===== src/rtl/simple_processor_pkg.sv =====
// Shared types and encodings for the simple processor decode path: operation
// enum, opcode constants, instruction field positions and the skid FSM states.
package simple_processor_pkg;

  typedef enum logic [3:0] {
    FUNC_AND  = 4'd0,
    FUNC_OR   = 4'd1,
    FUNC_XOR  = 4'd2,
    FUNC_NOT  = 4'd3,
    FUNC_ADDI = 4'd4,
    FUNC_ADD  = 4'd5,
    FUNC_SUB  = 4'd6,
    FUNC_SLL  = 4'd7,
    FUNC_SLLI = 4'd8,
    FUNC_SLR  = 4'd9,
    FUNC_SLRI = 4'd10
  } func_t;

  localparam logic [3:0] OP_AND  = 4'd0;
  localparam logic [3:0] OP_OR   = 4'd1;
  localparam logic [3:0] OP_XOR  = 4'd2;
  localparam logic [3:0] OP_NOT  = 4'd3;
  localparam logic [3:0] OP_ADDI = 4'd4;
  localparam logic [3:0] OP_ADD  = 4'd5;
  localparam logic [3:0] OP_SUB  = 4'd6;
  localparam logic [3:0] OP_SLL  = 4'd7;
  localparam logic [3:0] OP_SLLI = 4'd8;
  localparam logic [3:0] OP_SLR  = 4'd9;
  localparam logic [3:0] OP_SLRI = 4'd10;

  // Opcodes 11..15 have no operation assigned.
  localparam logic [3:0] OP_ILLEGAL_MIN = 4'd11;

  localparam int OPCODE_MSB = 15;
  localparam int OPCODE_LSB = 12;
  localparam int RD_MSB     = 11;
  localparam int RD_LSB     = 9;
  localparam int RS1_MSB    = 8;
  localparam int RS1_LSB    = 6;
  localparam int RS2_MSB    = 5;
  localparam int RS2_LSB    = 3;
  localparam int IMM_MSB    = 5;
  localparam int IMM_LSB    = 0;

  typedef struct packed {
    func_t       func;
    logic [2:0]  rd;
    logic [2:0]  rs1;
    logic [2:0]  rs2;
    logic [31:0] imm;
    logic        use_imm;
    logic        we;
    logic        illegal;
  } decoded_t;

  typedef enum logic [1:0] {
    S_EMPTY = 2'd0,
    S_BUSY  = 2'd1,
    S_FULL  = 2'd2
  } skid_state_t;

endpackage


===== src/rtl/instr_field_decode.sv =====
// Purely combinational decode of one 16-bit instruction word into the
// execution bundle; undefined opcodes produce an inert, flagged bundle.
module instr_field_decode
  import simple_processor_pkg::*;
(
  input  logic [15:0] instr,
  output decoded_t    dec
);

  logic [3:0] opcode;

  assign opcode = instr[OPCODE_MSB:OPCODE_LSB];

  always_comb begin
    dec = '0;
    if (opcode >= OP_ILLEGAL_MIN) begin
      dec.illegal = 1'b1;
      dec.func    = FUNC_AND;
    end else begin
      dec.func = func_t'(opcode);
      dec.we   = 1'b1;
      dec.rd   = instr[RD_MSB:RD_LSB];
      dec.rs1  = instr[RS1_MSB:RS1_LSB];
      case (opcode)
        OP_ADDI, OP_SLLI, OP_SLRI: begin
          dec.imm     = {{26{instr[IMM_MSB]}}, instr[IMM_MSB:IMM_LSB]};
          dec.use_imm = 1'b1;
        end
        OP_NOT: ;
        default: dec.rs2 = instr[RS2_MSB:RS2_LSB];
      endcase
    end
  end

endmodule


===== src/rtl/instr_decoder.sv =====
// Instruction decoder with a two-entry skid buffer between fetch and execute.
// Optional feature: define ILLEGAL_CNT_EN for a saturating illegal-op counter.
module instr_decoder
  import simple_processor_pkg::*;
(
  input  logic        clk_i,
  input  logic        rst_i,
  input  logic [15:0] instr_i,
  input  logic        instr_valid_i,
  output logic        instr_ready_o,
  output logic        valid_o,
  input  logic        ready_i,
  output func_t       func_o,
  output logic [2:0]  rd_addr_o,
  output logic [2:0]  rs1_addr_o,
  output logic [2:0]  rs2_addr_o,
  output logic [31:0] imm_o,
  output logic        use_imm_o,
  output logic        we_o,
  output logic        illegal_o,
  output logic [7:0]  illegal_cnt_o
);

  skid_state_t state_q, state_d;
  decoded_t    main_q, main_d;
  decoded_t    skid_q, skid_d;
  decoded_t    dec;
  logic        ready_q, ready_d;
  logic        accept;

  instr_field_decode u_field_decode (
    .instr (instr_i),
    .dec   (dec)
  );

  assign accept = instr_valid_i & ready_q;

  always_ff @(posedge clk_i) begin
    if (rst_i) begin
      state_q <= S_EMPTY;
      main_q  <= '0;
      skid_q  <= '0;
      ready_q <= 1'b1;
    end else begin
      state_q <= state_d;
      main_q  <= main_d;
      skid_q  <= skid_d;
      ready_q <= ready_d;
    end
  end

  // Ready is registered from the next state so ready_i never reaches instr_ready_o.
  always_comb begin
    state_d = state_q;
    main_d  = main_q;
    skid_d  = skid_q;
    case (state_q)
      S_EMPTY: begin
        if (accept) begin
          main_d  = dec;
          state_d = S_BUSY;
        end
      end
      S_BUSY: begin
        if (accept && ready_i) begin
          main_d = dec;
        end else if (accept) begin
          skid_d  = dec;
          state_d = S_FULL;
        end else if (ready_i) begin
          state_d = S_EMPTY;
        end
      end
      S_FULL: begin
        if (ready_i) begin
          main_d  = skid_q;
          state_d = S_BUSY;
        end
      end
      default: state_d = S_EMPTY;
    endcase
    ready_d = (state_d != S_FULL);
  end

  assign instr_ready_o = ready_q;
  assign valid_o       = (state_q != S_EMPTY);
  assign func_o        = main_q.func;
  assign rd_addr_o     = main_q.rd;
  assign rs1_addr_o    = main_q.rs1;
  assign rs2_addr_o    = main_q.rs2;
  assign imm_o         = main_q.imm;
  assign use_imm_o     = main_q.use_imm;
  assign we_o          = main_q.we;
  assign illegal_o     = main_q.illegal;

`ifdef ILLEGAL_CNT_EN
  logic [7:0] illegal_cnt_q;

  always_ff @(posedge clk_i) begin
    if (rst_i) begin
      illegal_cnt_q <= '0;
    end else if (accept && dec.illegal && (illegal_cnt_q != 8'hFF)) begin
      illegal_cnt_q <= illegal_cnt_q + 8'd1;
    end
  end

  assign illegal_cnt_o = illegal_cnt_q;
`else
  assign illegal_cnt_o = '0;
`endif

endmodule


===== config.mk =====
export PLATFORM = sky130hd
export DESIGN_NAME = instr_decoder
export DESIGN_NICKNAME = d
export VERILOG_FILES = /design/src/rtl/simple_processor_pkg.sv /design/src/rtl/instr_field_decode.sv /design/src/rtl/instr_decoder.sv
export SDC_FILE = /design/constraint.sdc
export NUM_CORES = 1
export LEC_CHECK = 0
export CAP_MARGIN = 15
export CELL_PAD_IN_SITES_DETAIL_PLACEMENT = 0
export CELL_PAD_IN_SITES_GLOBAL_PLACEMENT = 2
export CORE_MARGIN = 2
export CORE_UTILIZATION = 27
export CTS_BUF_LIST = sky130_fd_sc_hd__clkbuf_16
export DETAILED_ROUTE_END_ITERATION = 8
export GPL_ROUTABILITY_DRIVEN = 0
export GPL_TIMING_DRIVEN = 0
export PLACE_DENSITY = 0.89
export SLEW_MARGIN = 10
export SYNTH_ARGS = -nofsm -noshare
export SYNTH_HDL_FRONTEND = slang
export SYNTH_SLANG_ARGS = --single-unit

===== constraint.sdc =====
create_clock -name clk_i -period 3.1 [get_ports clk_i]
set_clock_uncertainty 0.05 [all_clocks]
set_input_delay 0.775 -clock clk_i [delete_from_list [all_inputs] [get_ports clk_i]]
set_output_delay 0.775 -clock clk_i [all_outputs]
set_load 0.05 [all_outputs]

# After elaboration in Yosys (flattened, before gate mapping)
# Cells that the tools add are included.
# op_classes
add_sub_neg	0
mul	0
n_div	0
magnitude_cmp	1
eq_ne	10
shifts	0
muxes	15
bitwise_logic	2
reduce_logical	8
# op_table
cell	count
two-way mux 48 bit	3
case mux 48 bit (3 select lines)	1
two-way mux 43 bit	1
two-way mux 33 bit	1
two-way mux 2 bit	5
equality test 4 bit (second input constant)	2
!= test 2 bit (second input constant)	4
case mux 2 bit (3 select lines)	1
equality test 4 x 2 -> 1 bit (second input constant)	1
equality test 4 x 3 -> 1 bit (second input constant)	1
>= comparator 4 bit (second input constant)	1
two-way mux 4 bit	1
AND reduction 4 bit	1
OR reduction 4 bit	1
two-way mux 3 bit	1
AND reduction 3 bit	1
nonzero test 3 bit	1
OR reduction 3 bit	1
equality test 2 x 1 -> 1 bit (second input constant)	1
equality test 2 bit (second input constant)	1
zero test 2 bit	1
nonzero test 2 bit	1
AND 1 bit	1
logical AND 1 bit	1
2 further kinds	2
# word_totals
ff_bits	99
latchBits	0
ramBits	0
rom_bits	0
in_bits	20
out_inout_bits	58
elab_cells	54
mem_count	0

# Longest topological paths before layout
# Gate-level depths: netlist of run 1.
# logic_depth
depth_word	6
mapped_depth	5
mapped_depth_nobuf	4

# Modules after synthesis
# Synthesis of run 1 repeated with hierarchy kept, for this count alone.
# unflattened
hier_cells	506
hier_area_um2	4554.4
# by_module_without_submodules
mod	n_inst	cells_each	area_per_inst_um2	seq_area_each_um2
instr_decoder	1	445	4135.2	1981.9
instr_field_decode	1	61	419.2	0.0

# Worst setup path after synthesis of run 1
# No wires, ideal clock.
# synth_timing
path_kind	register to output
from	reg imm_o[30] (netlist name)
to	out imm_o[10]
arrival_ps	1374
slack_ps	901
stages_incl_launch_ff	2
cell_sequence	dfxtp_1 buf_4
# synth_lines
element	line	source
to (decl)	instr_decoder.sv:17	output logic [31:0] imm_o,

==> impl_metrics.json, run 1 <==
{
  "status": "finished clean",
  "root_buffer": "clkbuf_16",
  "tightestPinTransition_ns": 0.855,
  "hold_viol": 0,
  "ant_nets": 0,
  "die_w_um": 94.9,
  "critPathMaxStageDelay_ns": 0.80,
  "ys_types": 31,
  "rows": 33,
  "dr.pass1.iters": 4,
  "vias": 2130,
  "post-dp-hpwl_um": 4420,
  "ys_seq_area_share_pct": 42.2,
  "nNetsFinal": 380,
  "grt_first_pass_wirelength_um": 10000,
  "start_kind": "flip-flop",
  "end_kind": "output pin",
  "r2r_cells": 5,
  "core_mm2": 0.00809,
  "synth.avg_cell_area_um2": 8.00,
  "grt_pass1_vias": 1980,
  "via_per_inst": 4.57,
  "relSlewSlack_pct": 43.0,
  "synth_edf_count": 0,
  "finalCriticalPeriod_ns": 2.71,
  "dr.first_iter.drc_count": 100,
  "numCtsBuffers": 5,
  "tns_ns": 0,
  "postCtsSetupRepairBufs": 0,
  "clock_path_buffers": 2,
  "synth_most_common_cell": "dfxtp_1",
  "hold_depth": 2,
  "cp_cell_sequence": "buf_4 > clkdlybuf4s50_1",
  "synthCells": 279,
  "ys.flop_type": "dfxtp_1",
  "critical_path_arrival_ns": 1.88,
  "final_cells": 466,
  "final_layout_size_suffix_gt1_share_pct": 14.1,
  "wl_per_cell_um": 13.4,
  "path_class": "flip-flop to output pin",
  "period_share_pct": 87.3,
  "synth_area_leaders": "dfxtp_1, buf_4, nand2_1",
  "netlist_area_mm2": 0.00223,
  "async_flop_share_pct": 0,
  "synth_top_area_share_pct": 42.2,
  "ir_drop_uv": 234,
  "htree_levels": 2,
  "area_delta_synth_final_pct": 44.9,
  "yosys.area.top_type": "dfxtp_1",
  "n_antenna_cell": 0,
  "critPathSlowestCell": "clkdlybuf4s50_1",
  "clk_latency_ns": 0.29,
  "clock_sinks": 47,
  "initial_core_util_pct": 27.6,
  "grt_use_total_pct": 14.3,
  "tritoncts": "done",
  "numPortBuffers": 67,
  "p_per_area_mw_per_mm2": 571,
  "slew_viol_final": 0,
  "netlist_top_cells_count": "dfxtp_1, nand2_1, buf_4",
  "ctsHoldBuffers": 0,
  "cts.clk_slew.worst_paths_ns": 0.06,
  "max-cap-violations": 0,
  "rsz0062_at_grt": "no",
  "drc": 0,
  "ys_seq_elements": 47,
  "path_max_fanout": 28,
  "io_pins": 78,
  "dieArea_mm2": 0.00901,
  "grt-ovfl-total": 0,
  "hp-class": "flip-flop to flip-flop",
  "required_ns": 2.27,
  "max_freq_mhz": 369,
  "grt_max_degree": 29,
  "setup_viol": 0,
  "routed_wl_um": 6230,
  "die_height_um": 94.9,
  "antenna_found_initial": 0,
  "leakagePower_nw": 1.22,
  "ys_warn_count": 0,
  "dp_cells": 458
}
worst max-delay path: cells and delay by family, from the launching register on:
kind | cells | cell delay (ns)
buf+inv | 2 | 0.98
flops | 1 | 0.61
report_power, final:
part | internal, W | switching, W | total (W)
sequential | 0.000638 | 0.0000260 | 0.000664
clock | 0.000383 | 0.000240 | 0.000623
combinational | 0.000200 | 0.000357 | 0.000557
total | 0.00122 | 0.000623 | 0.00184
metal layers:
metal	part of all wire (%)	routed length [µm]	GRT usage, %
met3	5.2	321	2.15
met4	1.4	88	5.31
met5	0	0	0
met1	46	2860	19.3
met2	47	2960	23.0
path summary, 6_finish.rpt:
path | startpoint | to | slack (ns)
min reg2reg | skid_q[4] | skid_q[4] | 0.40
max reg2reg | state_q[1] | skid_q[47] | 1.20
max | imm_o[30] | imm_o[29] | 0.39
min | skid_q[4] | skid_q[4] | 0.40
stage by stage:
step / total power, W / area, µm² / setup WS [ns] / util (%) / hold WS [ns]
after floorplan: 0.00106 / 2260 / 0.901 / - / 0.379
after global placement: 0.00124 / 3060 / 0.254 / 37.8 / 0.386
after detailed placement: 0.00124 / 3060 / 0.201 / 37.8 / 0.391
after CTS: 0.00186 / 3230 / 0.0636 / 39.9 / 0.400
after global routing: 0.00192 / 3230 / 0.300 / 39.9 / 0.422
final: 0.00184 / 3230 / 0.393 / 39.9 / 0.398
layout make-up:
cell class              count  area, µm²
clock inverters             3       46.3
flip-flops and latches     47        942
well taps                 105        131
fillers                   860       4860
multi-input cells         187        988
inverters                   2       7.51
clock buffers               5        125
plain buffers              50        320
repair buffers             67        671
timing repair:
action | CTS | global route
setup endpoints to repair | 0 | 26
gates resized for setup | 0 | 1
endpoints found under the hold margin | 0 | 0
sequential cells by signal, indices dropped and copies added (netlist names):
name	flops
state_q	2
instr_ready_o	1
use_imm_o	1
rs2_addr_o	3
skid_q	22
rs1_addr_o	3
imm_o	6
rd_addr_o	3
illegal_o	1
we_o	1
func_o	4
cells in the final DEF, fill, tap and decap left out, types with 2 or more instances in the layout:
cell type / count
a211oi_1: 18
a21oi_1: 20
a22oi_1: 6
a311oi_1: 5
and3b_1: 2
buf_2: 4
buf_4: 34
clkbuf_1: 12
clkbuf_16: 5
clkdlybuf4s50_1: 67
conb_1: 8
dfxtp_1: 46
inv_1: 2
nand2_1: 40
nand2b_1: 3
nand3_1: 20
nand3b_1: 2
nor2_1: 30
nor2b_1: 3
o21ai_0: 17
cell families (layout without fill, tap and decap cells):
| family | after synthesis | in the layout | share of synthesized area, % |
|---|---|---|---|
| and+or+nand+nor | 104 | 104 | 20.8 |
| AOI/OAI and AO/OA | 74 | 74 | 21.8 |
| buffers and inverters | 52 | 127 | 14.7 |
| DFF | 47 | 47 | 42.2 |
| other | 1 | 8 | 0.168 |
| muxes | 1 | 1 | 0.449 |
Note: power is estimated with default switching activity, not from simulation.
==> run 2, diff against run 1 <==
Settings changed: CORE_UTILIZATION 27 to 25, PLACE_DENSITY 0.89 to 0.84.
Clock period 3.1 ns to 2.9 ns, I/O delays scaled along.
==> run 2 against run 1 <==
Effect of this change:
- wire length increased by 1.6%
- die area increased by 7.7%
- non-clock buffer count unchanged
- combinational power increased by 6.6%
- design area decreased by 0.85%
- sequential power increased by 6.9%
- power increased by 0.71%
- worst hold slack improved by 0.0011 ns
- utilization decreased by 3.0 points
==> impl_metrics.json, run 2 (synthesized netlist as in run 1, its figures left out) <==
{
  "mostFrequentLayoutCells": "clkdlybuf4s50_1, dfxtp_1, nand2_1",
  "grt-ovfl-total": 0,
  "drc": 0,
  "relSlewSlack_pct": 48.9,
  "clkPwrFrac_pct": 29.8,
  "p_per_area_mw_per_mm2": 579,
  "dp_slack_ns": 0.100,
  "hold_depth": 2,
  "regToRegEndpoint": "skid_q[35]",
  "top_layer": "met4",
  "rows": 34,
  "finalCriticalPeriod_ns": 2.65,
  "seq_area_um2": 942,
  "p_int_w": 0.00121,
  "max_freq_mhz": 377,
  "cts.clk_slew.worst_paths_ns": 0.06,
  "hp-start": "skid_q[4]",
  "htree_levels": 2,
  "status": "finished clean",
  "core_mm2": 0.00868,
  "area_delta_synth_final_pct": 43.6,
  "ir_drop_uv": 258,
  "wl_per_cell_um": 13.5,
  "slew_viol_final": 0,
  "layout_setup_ws_ns": 0.246,
  "required_ns": 2.12,
  "comb_power_share_pct": 32.0,
  "hp-class": "flip-flop to flip-flop",
  "largest_reg_flops": 22,
  "clk_latency_ns": 0.28,
  "grt_pass1_vias": 1968,
  "dr.pass1.iters": 4,
  "routed_wl_um": 6330,
  "vias": 2075,
  "nNetsFinal": 380,
  "dp_cells": 461,
  "dieArea_mm2": 0.00970,
  "final_layout_size_suffix_gt1_share_pct": 13.6,
  "switching_power_w": 0.000648,
  "path_class": "flip-flop to output pin",
  "tritoncts": "done",
  "dr.first_iter.drc_count": 84,
  "numPortBuffers": 67,
  "layout_commonest_cell": "clkdlybuf4s50_1",
  "tns_ns": 0,
  "die_w_um": 98.5,
  "final_cells": 469,
  "grt_use_total_pct": 13.1,
  "critical_path_arrival_ns": 1.88,
  "p_sw_share_pct": 34.9,
  "setup_viol": 0,
  "initial_core_util_pct": 25.7,
  "ctsHoldBuffers": 0,
  "end_kind": "output pin",
  "root_buffer": "clkbuf_16",
  "grt_first_pass_wirelength_um": 10200,
  "p_seq_share_pct": 38.2,
  "wl_met1_um": 2990,
  "top_register": "skid_q",
  "start_kind": "flip-flop",
  "path_max_fanout": 28,
  "io_pins": 78,
  "numCtsBuffers": 5,
  "n_antenna_cell": 0,
  "period_share_pct": 91.5,
  "leakagePower_nw": 1.20,
  "r2r_cells": 5,
  "rr_startpoint": "state_q[1]",
  "via_per_inst": 4.42,
  "tightestPinTransition_ns": 0.762,
  "antenna_found_initial": 0,
  "grt_max_degree": 29,
  "hold_viol": 0,
  "die_height_um": 98.5,
  "reg2reg_slack_ns": 1.06,
  "route.met3.wl_um": 364,
  "clock_path_buffers": 2,
  "rsz0062_at_grt": "no",
  "ant_nets": 0,
  "routed-wl-met2_um": 2930,
  "post-dp-hpwl_um": 4600,
  "fin_util_pct": 36.9,
  "clock_sinks": 47,
  "max-cap-violations": 0,
  "multi_input_area_um2": 988,
  "fillers": 956,
  "holdPathEnd": "skid_q[4]",
  "finalPower_w": 0.00186
}
## run 2: stage by stage
step | instance area (µm²) | hold slack [ns]
2_1_floorplan | 2260 | 0.379
3_3_place_gp | 3060 | 0.388
3_5_place_dp | 3060 | 0.390
4_1_cts | 3200 | 0.399
5_1_grt | 3200 | 0.428
6_report | 3200 | 0.399
## run 2: how the worst max path moves through the flow
stage                            from        end
after global routing        imm_o[30]  imm_o[14]
after floorplan             imm_o[30]  imm_o[10]
final                       imm_o[30]   imm_o[6]
after CTS                   imm_o[30]  imm_o[28]
after global placement    instr_i[14]  skid_q[5]
after detailed placement  instr_i[14]  skid_q[5]
## run 2: cell type report
class | count | share of cell area [%]
Buffer | 50 | 10.0
Clock buffer | 5 | 3.90
Clock inverter | 3 | 0.469
Inverter | 2 | 0.234
Multi-Input combinational cell | 187 | 30.8
Sequential cell | 47 | 29.4
Tap cell | 108 | 4.22
Timing Repair Buffer | 67 | 20.9
## run 2: critical path, stage by stage, from the launching register on
cell,delay (ns)
dfxtp_2,0.61
buf_4,0.18
clkdlybuf4s50_1,0.80
## run 2: timing repair
action,CTS,global route
endpoints found under the setup margin,27,0
buffers inserted,0,0
gates resized for setup,1,0
## run 2: layer usage
layer  track usage (%)  vias to the layer above
met5                 0                        -
met4              4.32                        0
met3              2.98                        2
met2              20.7                       56
met1              17.9                      935
li1                  -                     1082
## run 2: power by group through the flow
stage	clock network, W	registers [W]	logic [W]
2_1_floorplan	0	0.000820	0.000310
3_3_place_gp	0	0.000724	0.000599
3_5_place_dp	0	0.000726	0.000598
4_1_cts	0.000571	0.000711	0.000599
5_1_grt	0.000595	0.000716	0.000631
6_report	0.000553	0.000710	0.000594
